### src/rtl/add_pipe.sv
// ---------------------------------------------------------------------------
// add_pipe
//   Pipelined two's-complement adder/subtractor. The WIDTH-bit carry chain is
//   cut into STAGES slices of SLICE = WIDTH/STAGES bits. Each stage adds one
//   slice and registers the partial result, its carry and the operand bits
//   that later stages still need. The pipeline advances as a whole whenever
//   the output register is empty or is being drained. Bubbles are kept, not
//   collapsed. Latency is STAGES cycles, and throughput is one operation per
//   cycle.
//
// Parameters
//   WIDTH   operand/result width (>= 2)
//   STAGES  pipeline depth, must divide WIDTH
//
// Ports
//   clk        rising-edge clock
//   rst_n      asynchronous active-low reset (clears valids and data)
//   in_valid   operands present
//   in_ready   pipeline can accept this cycle (= !out_valid || out_ready)
//   a, b       operands
//   cin        carry-in when adding, borrow-in when subtracting
//   sub        0 = a + b + cin, 1 = a - b - cin
//   out_valid  result present
//   out_ready  consumer takes the result this cycle
//   sum        result (mod 2^WIDTH, or saturated, see below)
//   cout       carry out of the MSB (subtract: 1 = no borrow)
//   ovf        signed overflow
//
// Build option
//   ADD_PIPE_SAT_EN  when defined, sum saturates to the signed limit on
//                    overflow. ovf and the raw cout are unaffected.
// ---------------------------------------------------------------------------
module add_pipe #(
   parameter int WIDTH  = 16,
   parameter int STAGES = 4
) (
   input  logic             clk,
   input  logic             rst_n,
   input  logic             in_valid,
   output logic             in_ready,
   input  logic [WIDTH-1:0] a,
   input  logic [WIDTH-1:0] b,
   input  logic             cin,
   input  logic             sub,
   output logic             out_valid,
   input  logic             out_ready,
   output logic [WIDTH-1:0] sum,
   output logic             cout,
   output logic             ovf
);

   localparam int SLICE = WIDTH / STAGES;
   // Operand registers exist between stages only. Keep at least one entry
   // so the array stays legal when STAGES = 1.
   localparam int NOPS  = (STAGES > 1) ? STAGES - 1 : 1;

   logic                         w_adv;
   logic [WIDTH-1:0]             w_beff;
   logic                         w_cin_eff;
   logic [STAGES-1:0][WIDTH-1:0] w_res;
   logic [STAGES-1:0]            w_co;
   logic                         w_ovf;

   logic [STAGES-1:0]            r_vld;
   logic [STAGES-1:0][WIDTH-1:0] r_res;
   logic [STAGES-1:0]            r_cy;
   logic [NOPS-1:0][WIDTH-1:0]   r_opa;
   logic [NOPS-1:0][WIDTH-1:0]   r_opb;
   logic                         r_ovf;

   assign w_adv    = !r_vld[STAGES-1] || out_ready;
   assign in_ready = w_adv;

   // Subtract as a + ~b + !cin, so borrow-in becomes an inverted carry-in.
   assign w_beff    = sub ? ~b : b;
   assign w_cin_eff = sub ? ~cin : cin;

   // Per-stage slice adders. Stage k consumes slice k of the operands and
   // ORs its slice result into the partial sum handed on from stage k-1.
   for (genvar k = 0; k < STAGES; k++) begin : g_stg
      logic [SLICE-1:0] w_sa;
      logic [SLICE-1:0] w_sb;
      logic [SLICE-1:0] w_s;
      logic             w_ci;
      logic [WIDTH-1:0] w_lo;

      if (k == 0) begin : g_first
         assign w_sa = SLICE'(a);
         assign w_sb = SLICE'(w_beff);
         assign w_ci = w_cin_eff;
         assign w_lo = '0;
      end else begin : g_next
         assign w_sa = SLICE'(r_opa[k-1] >> (k*SLICE));
         assign w_sb = SLICE'(r_opb[k-1] >> (k*SLICE));
         assign w_ci = r_cy[k-1];
         assign w_lo = r_res[k-1];
      end

      assign {w_co[k], w_s} = {1'b0, w_sa} + {1'b0, w_sb} + {{SLICE{1'b0}}, w_ci};
      assign w_res[k]       = w_lo | (WIDTH'(w_s) << (k*SLICE));

      if (k == STAGES - 1) begin : g_last
         // The carry into the MSB is recovered from the MSB sum bit:
         // s = a ^ b ^ c_in, so c_in = a ^ b ^ s.
         assign w_ovf = (w_sa[SLICE-1] ^ w_sb[SLICE-1] ^ w_s[SLICE-1]) ^ w_co[k];
      end
   end

   // All stage registers share one enable. When the output is stalled,
   // valids and data hold together.
   always_ff @(posedge clk or negedge rst_n) begin
      if (!rst_n) begin
         r_vld <= '0;
         r_res <= '0;
         r_cy  <= '0;
         r_opa <= '0;
         r_opb <= '0;
         r_ovf <= 1'b0;
      end else if (w_adv) begin
         r_vld[0] <= in_valid;
         for (int k = 1; k < STAGES; k++) r_vld[k] <= r_vld[k-1];
         r_res    <= w_res;
         r_cy     <= w_co;
         r_opa[0] <= a;
         r_opb[0] <= w_beff;
         for (int k = 1; k < NOPS; k++) begin
            r_opa[k] <= r_opa[k-1];
            r_opb[k] <= r_opb[k-1];
         end
         r_ovf    <= w_ovf;
      end
   end

   assign out_valid = r_vld[STAGES-1];
   assign cout      = r_cy[STAGES-1];
   assign ovf       = r_ovf;

`ifdef ADD_PIPE_SAT_EN
   // A raw MSB of 1 with overflow means the true result was too positive.
   // A raw MSB of 0 with overflow means it was too negative.
   assign sum = r_ovf ? {~r_res[STAGES-1][WIDTH-1], {(WIDTH-1){r_res[STAGES-1][WIDTH-1]}}}
                      : r_res[STAGES-1];
`else
   assign sum = r_res[STAGES-1];
`endif

endmodule

### config.mk
export PLATFORM = sky130hd
export DESIGN_NAME = add_pipe
export DESIGN_NICKNAME = d
export VERILOG_FILES = /design/src/rtl/add_pipe.sv
export SDC_FILE = /design/constraint.sdc
export NUM_CORES = 1
export LEC_CHECK = 0
export ABC_CLOCK_PERIOD_IN_PS = 2700
export CAP_MARGIN = 20
export CORE_MARGIN = 1
export CORE_UTILIZATION = 55
export CTS_CLUSTER_DIAMETER = 60
export DETAILED_ROUTE_END_ITERATION = 16
export HOLD_SLACK_MARGIN = 0.02
export PLACE_DENSITY = 0.8
export REMOVE_ABC_BUFFERS = 1
export SLEW_MARGIN = 15
export SYNTH_ARGS = -nofsm -noshare
export SYNTH_HDL_FRONTEND = slang
export SYNTH_SLANG_ARGS = --single-unit
### constraint.sdc
create_clock -name clk -period 2.7 [get_ports clk]
set_clock_uncertainty 0.1 [all_clocks]
set_input_delay 0.81 -clock clk [delete_from_list [all_inputs] [get_ports clk]]
set_output_delay 0.81 -clock clk [all_outputs]
set_load 0.005 [all_outputs]
==> flow_metrics.env <==
export IMPL_syn_area_per_cell_um2=9.57
export IMPL_numCtsBuffers=9
export IMPL_hold_slack_ps=334
export IMPL_fin_crit_sh=0.961
export IMPL_root_buffer="clkbuf_8"
export IMPL_cp_cell_sequence="dlygate4sd2_1 > nor2b_4 > inv_4 > clkdlybuf4s50_1"
export IMPL_drive_gt1_frac=0.0607
export IMPL_grt_antenna_before_repair=0
export IMPL_worst_path_largest_cell_delay_ps=430
export IMPL_wirelength_um=7040
export IMPL_grt_overflow=0
export IMPL_dpl_instance_area_um2=4920
export IMPL_final_cell_area_um2=5110
export IMPL_hp_class="input pin to asynchronous set/reset pin"
export IMPL_cp_arrival_ps=1690
export IMPL_numPortBuffers=57
export IMPL_avgRoutedWirePerCell_um=11.5
export IMPL_cts_sinks=97
export IMPL_tightest_slew_ps=984
export IMPL_path_clk_slew_ps=90
export IMPL_die_x_um=90.9
export IMPL_dp_hpwl_um=4670
export IMPL_ctsHoldBuffers=0
export IMPL_worst_path_buf_inv=3
export IMPL_place_gp_congestion=0.748
export IMPL_netlist_area_um2=4340
export IMPL_drc=0
export IMPL_ys_types=26
export IMPL_clock_path_buffers=2
export IMPL_hold_violations=0
export IMPL_placementRows=32
export IMPL_max_freq_ghz=0.385
export IMPL_grt_usage=0.187
export IMPL_grt_pass1_vias=2911
export IMPL_drtPass1Iterations=4
export IMPL_yosys_warnings=0
export IMPL_clk_latency_ps=350
export IMPL_synthCells=454
export IMPL_slowest_stage="clkdlybuf4s50_1"
export IMPL_synth_seq_cells=97
export IMPL_path_class="input pin to primary output"
export IMPL_slew_headroom=0.344
export IMPL_vdd_ir_drop_max_mv=0.607
export IMPL_setup_slack_ps=105
export IMPL_start_kind="input pin"
export IMPL_nets=564
export IMPL_initialDrtViolationCount=186
export IMPL_status="complete, no violations"
export IMPL_finalPower_w=0.00532
export IMPL_initial_core_util=0.565
export IMPL_setup_violations=0
export IMPL_area_growth_pct=17.7
export IMPL_cp_max_fo=2
export IMPL_rsz0062_at_grt="no"
export IMPL_cts_max_level=3
export IMPL_slew_violations=0
export IMPL_fp_dieArea_um2=8260
export IMPL_via_count=2998
export IMPL_crit_family="buffers and inverters"
export IMPL_post_place_ws_ps=-418
export IMPL_dp_cells=597
export IMPL_max_cap_violations=0
export IMPL_grt_max_degree=105
export IMPL_min_period_ps=2600
export IMPL_pin_count=58
export IMPL_diodes=0
export IMPL_via_per_inst=4.89
export IMPL_antenna_left=0
export IMPL_power_per_cell_area_nw_per_um2=1040
export IMPL_die_h_um=90.9
export IMPL_seq_area_frac_synth=0.559
export IMPL_cp_required_ps=1790
export IMPL_final_cells=613
export IMPL_leakage_nw=2.55
export IMPL_end_kind="primary output"
export IMPL_cts_tree="yes"
export IMPL_grt_pass1_wl_um=12200
export IMPL_core_um2=7690
[report_power, final]
group | switching [W] | internal [W]
Combinational | 0.00104 | 0.000982
Sequential | 0.000343 | 0.00210
Clock | 0.000466 | 0.000386
Total | 0.00185 | 0.00347
[cell families after synthesis]
group / Yosys count / synth area share
compound gates: 43 / 0.0576
fa+ha+maj: 20 / 0.0714
buf+inv: 32 / 0.0498
xor+xnor: 25 / 0.0504
simple gates: 237 / 0.212
flops: 97 / 0.559
[cell type report]
cell class / count / area [um^2]
well taps: 102 / 128
inverters: 9 / 36.3
multi-input cells: 325 / 1700
repair buffers: 64 / 634
clock buffers: 12 / 155
clock inverters: 4 / 27.5
fillers: 648 / 2580
flip-flops and latches: 97 / 2430
[registers in the layout, indices dropped and copies added, names as in the netlist]
register / flops
g_stg.w_sb: 12
r_vld: 4
sum: 16
r_cy: 4
r_opa: 12
r_opb: 12
g_stg.w_sa: 12
ovf: 1
g_stg.w_lo: 24
[per-layer routing]
metal  part of all wire  vias up  GRT usage  wire length (um)
met5                  0        -          0                 0
met4              0.021        0     0.0833               145
met3              0.035       13     0.0404               244
met2               0.51       53      0.327              3580
met1               0.44     1424      0.222              3080
li1                   -     1508          -                 -
[timing repair]
item                                   CTS  global route
resized for setup                        2             1
endpoints found under the hold margin    0             0
setup endpoints to repair                2             2
buffers inserted                         0             0
[placed cells by master (no fill, tap or decap), types with 2 or more instances in the layout]
| cell | instances |
|---|---|
| a21oi_1 | 12 |
| o21ai_0 | 22 |
| nand2_1 | 222 |
| clkdlybuf4s50_1 | 54 |
| inv_1 | 8 |
| buf_4 | 7 |
| clkbuf_8 | 11 |
| dfrtp_1 | 97 |
| xor2_1 | 10 |
| xnor2_1 | 15 |
| ha_1 | 12 |
| clkinv_4 | 2 |
| clkinv_2 | 2 |
| a21o_1 | 4 |
| fa_1 | 7 |
| nor2_1 | 9 |
| nor2b_1 | 2 |
[metrics by stage]
stage | utilization | setup TNS (ps)
after floorplan | - | -22570
after global routing | 0.665 | 0
after global placement | 0.640 | -874
after detailed placement | 0.640 | -1240
after CTS | 0.664 | 0
final | 0.665 | 0
[Yosys cell counts]
cell / instances / share of area
inv_1: 8 / 0.0069
o21ai_2: 1 / 0.0020
nor2b_1: 2 / 0.0029
buf_6: 10 / 0.026
a21oi_2: 1 / 0.0020
o21ai_0: 22 / 0.025
buf_2: 11 / 0.013
nor3_1: 1 / 0.0012
a211oi_1: 1 / 0.0017
a21o_2: 1 / 0.0020
ha_1: 12 / 0.035
xnor2_1: 15 / 0.030
xor2_1: 10 / 0.020
nand2_1: 222 / 0.19
buf_4: 1 / 0.0017
nor2_1: 9 / 0.0078
a21oi_1: 12 / 0.014
nand2b_1: 1 / 0.0014
a21o_1: 4 / 0.0069
clkbuf_2: 1 / 0.0012
a21oi_4: 1 / 0.0037
nor4b_2: 1 / 0.0035
nor2b_4: 1 / 0.0032
inv_4: 1 / 0.0014
fa_1: 8 / 0.037
dfrtp_1: 97 / 0.56
[final timing paths]
path                           start          endpoint  slack (ps)  cells past startpoint
max reg2reg                  r_cy[2]               ovf         530                      6
max                        out_ready          in_ready         100                      4
min reg2reg                 r_vld[2]          r_vld[3]         360                      1
min                            rst_n  g_stg[1].w_lo[2]         330                      2
max in group asynchronous      rst_n  g_stg[2].w_lo[0]        1770                      2
min in group clk            r_vld[2]          r_vld[3]         360                      1
Note: power is estimated with default switching activity, not from simulation.
